[config.mk]
export PLATFORM = sky130hd
export DESIGN_NAME = serial_add_ctrl
export DESIGN_NICKNAME = d
export VERILOG_FILES = /design/src/rtl/serial_add_ctrl.sv
export SDC_FILE = /design/constraint.sdc
export NUM_CORES = 1
export LEC_CHECK = 0
export BUFFER_PORTS_ARGS = -buffer_cell sky130_fd_sc_hd__buf_2
export CAP_MARGIN = 20
export CORE_MARGIN = 4
export CORE_UTILIZATION = 59
export CTS_CLUSTER_SIZE = 16
export DETAILED_ROUTE_END_ITERATION = 8
export PLACE_DENSITY_LB_ADDON = 0.2
export SYNTH_ARGS = -nofsm -noshare
export SYNTH_HDL_FRONTEND = slang
export SYNTH_HIERARCHICAL = 1
export SYNTH_SLANG_ARGS = --single-unit
[constraint.sdc]
create_clock -name CLK -period 2.7 [get_ports CLK]
set_clock_uncertainty 0.1 [all_clocks]
set_input_delay 0.27 -clock CLK [delete_from_list [all_inputs] [get_ports CLK]]
set_output_delay 0.27 -clock CLK [all_outputs]
set_load 0.02 [all_outputs]
[src/rtl/serial_add_ctrl.sv]
// serial_add_ctrl: bit-serial WIDTH-bit adder sequencer, one full-adder slice
// reused LSB-first with the carry held in a flip-flop between bits.
// Optional subtract mode is enabled by defining SERIAL_ADD_SUB_EN (adds port SUB).

// serial_add_ha: single half-adder cell used to build the full-adder slice
module serial_add_ha (
    input  logic x,
    input  logic y,
    output logic s,
    output logic c
);
    assign s = x ^ y;
    assign c = x & y;
endmodule

module serial_add_ctrl #(
    parameter  int WIDTH = 32,
    localparam int CNT_W = $clog2(WIDTH)
) (
    input  logic             CLK,
    input  logic             RST_N,
    input  logic             IN_VALID,
    output logic             IN_READY,
    input  logic [WIDTH-1:0] A,
    input  logic [WIDTH-1:0] B,
    input  logic             CIN,
`ifdef SERIAL_ADD_SUB_EN
    input  logic             SUB,
`endif
    output logic             OUT_VALID,
    input  logic             OUT_READY,
    output logic [WIDTH-1:0] SUM,
    output logic             COUT,
    output logic             OVF,
    output logic             BUSY
);
    typedef enum logic [1:0] {S_IDLE, S_BUSY, S_DONE} state_t;

    state_t             state_q, state_d;
    logic [WIDTH-1:0]   a_q, b_q, acc_q, sum_q;
    logic [CNT_W-1:0]   cnt_q;
    logic               c_q, cout_q, ovf_q;
    logic               p, g0, s, g1, c_next;
    logic               accept, last;
    logic [WIDTH-1:0]   b_load;
    logic               c_load;

`ifdef SERIAL_ADD_SUB_EN
    // subtract is A + ~B + 1, so CIN is ignored in that mode
    assign b_load = SUB ? ~B : B;
    assign c_load = SUB ? 1'b1 : CIN;
`else
    assign b_load = B;
    assign c_load = CIN;
`endif

    // full-adder slice: two half adders, carries merged by an OR gate
    serial_add_ha u_ha0 (.x(a_q[0]), .y(b_q[0]), .s(p), .c(g0));
    serial_add_ha u_ha1 (.x(p),      .y(c_q),    .s(s), .c(g1));
    assign c_next = g0 | g1;

    assign accept = IN_VALID && (state_q == S_IDLE);
    assign last   = (state_q == S_BUSY) && (cnt_q == CNT_W'(WIDTH - 1));

    // state register
    always_ff @(posedge CLK) begin
        if (!RST_N) state_q <= S_IDLE;
        else        state_q <= state_d;
    end

    // next-state logic
    always_comb begin
        state_d = state_q;
        case (state_q)
            S_IDLE:  state_d = IN_VALID ? S_BUSY : S_IDLE;
            S_BUSY:  state_d = last ? S_DONE : S_BUSY;
            S_DONE:  state_d = OUT_READY ? S_IDLE : S_DONE;
            default: state_d = S_IDLE;
        endcase
    end

    // handshake and status outputs decoded from state
    always_comb begin
        IN_READY  = (state_q == S_IDLE);
        BUSY      = (state_q == S_BUSY);
        OUT_VALID = (state_q == S_DONE);
    end

    // datapath: load at accept, shift one bit per BUSY cycle, latch result on the MSB
    always_ff @(posedge CLK) begin
        if (!RST_N) begin
            a_q    <= '0;
            b_q    <= '0;
            acc_q  <= '0;
            sum_q  <= '0;
            c_q    <= 1'b0;
            cnt_q  <= '0;
            cout_q <= 1'b0;
            ovf_q  <= 1'b0;
        end else if (accept) begin
            a_q   <= A;
            b_q   <= b_load;
            c_q   <= c_load;
            cnt_q <= '0;
            acc_q <= '0;
        end else if (state_q == S_BUSY) begin
            a_q   <= a_q >> 1;
            b_q   <= b_q >> 1;
            c_q   <= c_next;
            cnt_q <= cnt_q + CNT_W'(1);
            acc_q <= {s, acc_q[WIDTH-1:1]};
            if (last) begin
                sum_q  <= {s, acc_q[WIDTH-1:1]};
                cout_q <= c_next;
                ovf_q  <= c_q ^ c_next;
            end
        end
    end

    assign SUM  = sum_q;
    assign COUT = cout_q;
    assign OVF  = ovf_q;
endmodule

==> impl_results.md <==
* Outcome: completed
* FP Rows at 34
* Max cap viols at 0
* Largest family of logic cells by synthesized area: compound AO/OA/AOI/OAI gates
* Crit-path max FO at 36
* Combinational share of power at 0.097
* Post-Synth Adder-Cell Area at 0.00916
* Net count, final at 899
* Final setup margin at 0.204 ns
* Die W at 104 µm
* Final Util at 0.806
* Hold Crit Endpoint: SUM[4]$_SDFFE_PN0P_
* Sinks on the clock net at 137
* CTS tree: yes
* Worst vdd ir at around 0.47 mV
* WS Path Type: reg -> out
* Mux share of post-synthesis cell area at 0
* Antenna violations before repair at 1
* Design area at 7130 µm²
* Setup_tns at 0 ns
* Max clock buf depth at 2
* Clk pwr share at 0.484
* GPL Wtd Cong at 0.780
* Number of global-route vias before repair at 5074
* Startpoint Class: flip-flop
* Final hold viol count at 0
* Die area at between 10000 and 15000 µm²
* Synth warnings at 6
* Syn Nets at ~760
* Hold depth at 3
* Latest clock arrival within the worst-skew pair at ~0.52 ns
* Critical Path End Type: output pin
* Htree depth at 4
* Grt ovf at 0
* Vias after detailed routing at ~5300
* Worst hold slack at roughly 0.11 ns
* Syn avg cell area at about 8.0 µm²
* Clk slew on worst S/H paths at approximately 0.060 ns
* Min-delay src: RST_N
* Die Y at approximately 100 µm
* Worst-margin pin slew at ~0.60 ns
* WL/cell at 15.0 µm
* Reg2Reg Launch Point: cnt_q[0]$_SDFFE_PP0P_
* Final antenna-violating net count at 0
* Seq cells post-synth at 137
* Register share of total power at 0.419
* Reg-to-reg critical path endpoint: SUM[16]$_SDFFE_PN0P_
* Initial Utilization at 0.617
* Max-slew violation count at 0
* RSZ-0062 raised after global routing: no
* Net Sw Power at roughly 1.2 mW
* Tmin final at between 2 and 2.5 ns
* Final setup violation count at 0
* Number of setup buffers added after CTS at 0
* Reg2reg setup slack at roughly 0.6 ns
* Hold WC Path Type: in -> reg
* Fin crit share at 0.924
* Buffers on Ports at about 110
* Ys flop type: dfxtp_1
* Post-Place Worst Slack at ~0.5 ns
* Root Driver: clkbuf_8
* Core ar. at slightly below 9000 µm²
* Static leakage at ~2.8 nW
* Cell variety after synth at 33
* All-Layer GR Usage at 0.263
* Largest net degree at the start of global routing at 65
* Mapped Cells at about 680
* Post-synthesis sequential area ratio at 0.502
* Dpl hpwl at 7700 µm
* Internal at 4.00 mW
* Worst reg2reg path depth at 7
* P per Cell Area at between 700 and 800 nW/µm²
* Mapped cell area at around 5500 µm²
* TritonCTS buffer count at 17
* I/O pin cnt at between 100 and 150
* Relative slew margins at 0.600
* DRT Pass-1 Iters at 5
* EDFF count, synth at 0
* Synth Area in Compound Gates at 0.243
* Layout cells sized above 1 at 0.191
* Detailed-route DRC error count at 0
* Area after DPL at 5850 µm²
* Worst setup startpoint: state_q[0]$_SDFF_PN0_
* WP data required at 2.33 ns
* Fmax achieved at roughly 400 MHz
* Final Routed Wirelength at ~14000 µm
* Layout filler cell count at a little under 600
* First-pass GRT wire length at between 20000 and 25000 µm
* Simple-gate area share of the yosys netlist at 0.166
* Vias/cell at between 5 and 6
* XOR/XNOR Fraction of Synth Area at 0.00481
* Critical path arrival at ~2.1 ns
* Switching portion of total power at 0.230
* Initial DRC Count at 263
* P&R area growth vs syn at 30.6%
* Ys async rst share at 0
power by group through the flow:
stage	logic (mW)	clock network, mW	registers (mW)
detailed placement	0.410	0	2.21
global route	0.557	2.61	2.18
finish	0.504	2.51	2.17
CTS	0.486	2.52	2.17
floorplan	0.338	0	2.19
global placement	0.396	0	2.21
cells by family after synthesis:
logic type	after synthesis
and+or+nand+nor	222
xor gates and xnor gates	3
DFF	137
buffers and inverters	59
adders and majority gates	4
AOI/OAI and AO/OA	258
cell type report:
type / instances / area [µm²] / share of cell area
well taps: 108 / 135 / 0.0189
flip-flops and latches: 137 / 2740 / 0.385
repair buffers: 181 / 1280 / 0.179
clock buffers: 20 / 455 / 0.0639
clock inverters: 11 / 194 / 0.0272
inverters: 2 / 10.0 / 0.00140
diodes: 1 / 2.50 / 0.000351
multi-input cells: 487 / 2310 / 0.324
synthesized netlist by cell type, drive strengths merged, types with 2 or more instances:
cell | number | area share
a31oi | 2 | 0.0023
nand3b | 2 | 0.0034
clkbuf | 15 | 0.010
a21oi | 188 | 0.17
ha | 4 | 0.0092
nand3 | 4 | 0.0037
inv | 2 | 0.0014
nand2b | 2 | 0.0023
dfxtp | 137 | 0.50
xor2 | 2 | 0.0032
nor2b | 4 | 0.0046
o21ai | 62 | 0.057
buf | 42 | 0.064
nor2 | 11 | 0.0080
o221a | 3 | 0.0062
nand2 | 194 | 0.13
layout by cell type (no fill, tap or decap), types with 2 or more instances in the layout:
cell type | synthesis | final
o221a_2 | 3 | 3
nor2b_1 | 4 | 4
a31oi_1 | 2 | 2
o21ai_0 | 6 | 6
ha_1 | 4 | 4
buf_2 | 16 | 105
bufinv_16 | 0 | 5
clkinv_2 | 0 | 2
clkinv_4 | 0 | 3
nor2_1 | 10 | 10
o21ai_1 | 56 | 56
clkbuf_16 | 0 | 16
buf_4 | 4 | 11
dfxtp_1 | 137 | 137
nand3_1 | 4 | 4
nand2_1 | 193 | 193
xor2_1 | 2 | 2
dlygate4sd3_1 | 0 | 63
a21oi_1 | 188 | 188
clkbuf_8 | 0 | 4
buf_12 | 0 | 2
metrics by stage:
| step | instances | power (mW) |
|---|---|---|
| 2_1_floorplan | 683 | 2.53 |
| 5_1_grt | 947 | 5.35 |
| 6_report | 947 | 5.19 |
| 4_1_cts | 946 | 5.18 |
| 3_3_place_gp | 852 | 2.60 |
| 3_5_place_dp | 852 | 2.62 |
worst max-delay path: stages (launching register included):
cell and delay [ns]:
dfxtp_1 0.67, nand2b_4 0.30, inv_4 0.38, buf_2 0.24
layer usage:
layer | vias up | routed length (µm) | GRT usage
met3 | 31 | 917 | 0.0689
li1 | 2588 | - | -
met4 | 0 | 300 | 0.118
met5 | - | 0 | 0
met1 | 2442 | 5720 | 0.311
met2 | 202 | 7260 | 0.449
sequential cells by signal (all words and copies together), names as in the netlist:
register and flops:
cnt_q 5, SUM 32, c_q 1, COUT 1, acc_q 31, a_q 32
OVF 1, b_q 32, state_q 2
worst max-delay path by stage:
stage / end / slack (ns) / cells after the start
finish: BUSY / 0.20 / 3
global route: BUSY / 0.05 / 3
CTS: BUSY / 0.04 / 3
floorplan: COUT$_SDFFE_PN0P_ / 1.01 / 7
global placement: a_q[27]$_SDFFE_PN0P_ / 0.59 / 5
detailed placement: a_q[15]$_SDFFE_PN0P_ / 0.51 / 5
timing repair:
action	4_1_cts	5_1_grt
hold endpoints to repair	63	0
hold buffers	63	0
gates resized for setup	0	2
setup endpoints to repair	0	1
Power figures use the tool's default switching activity.
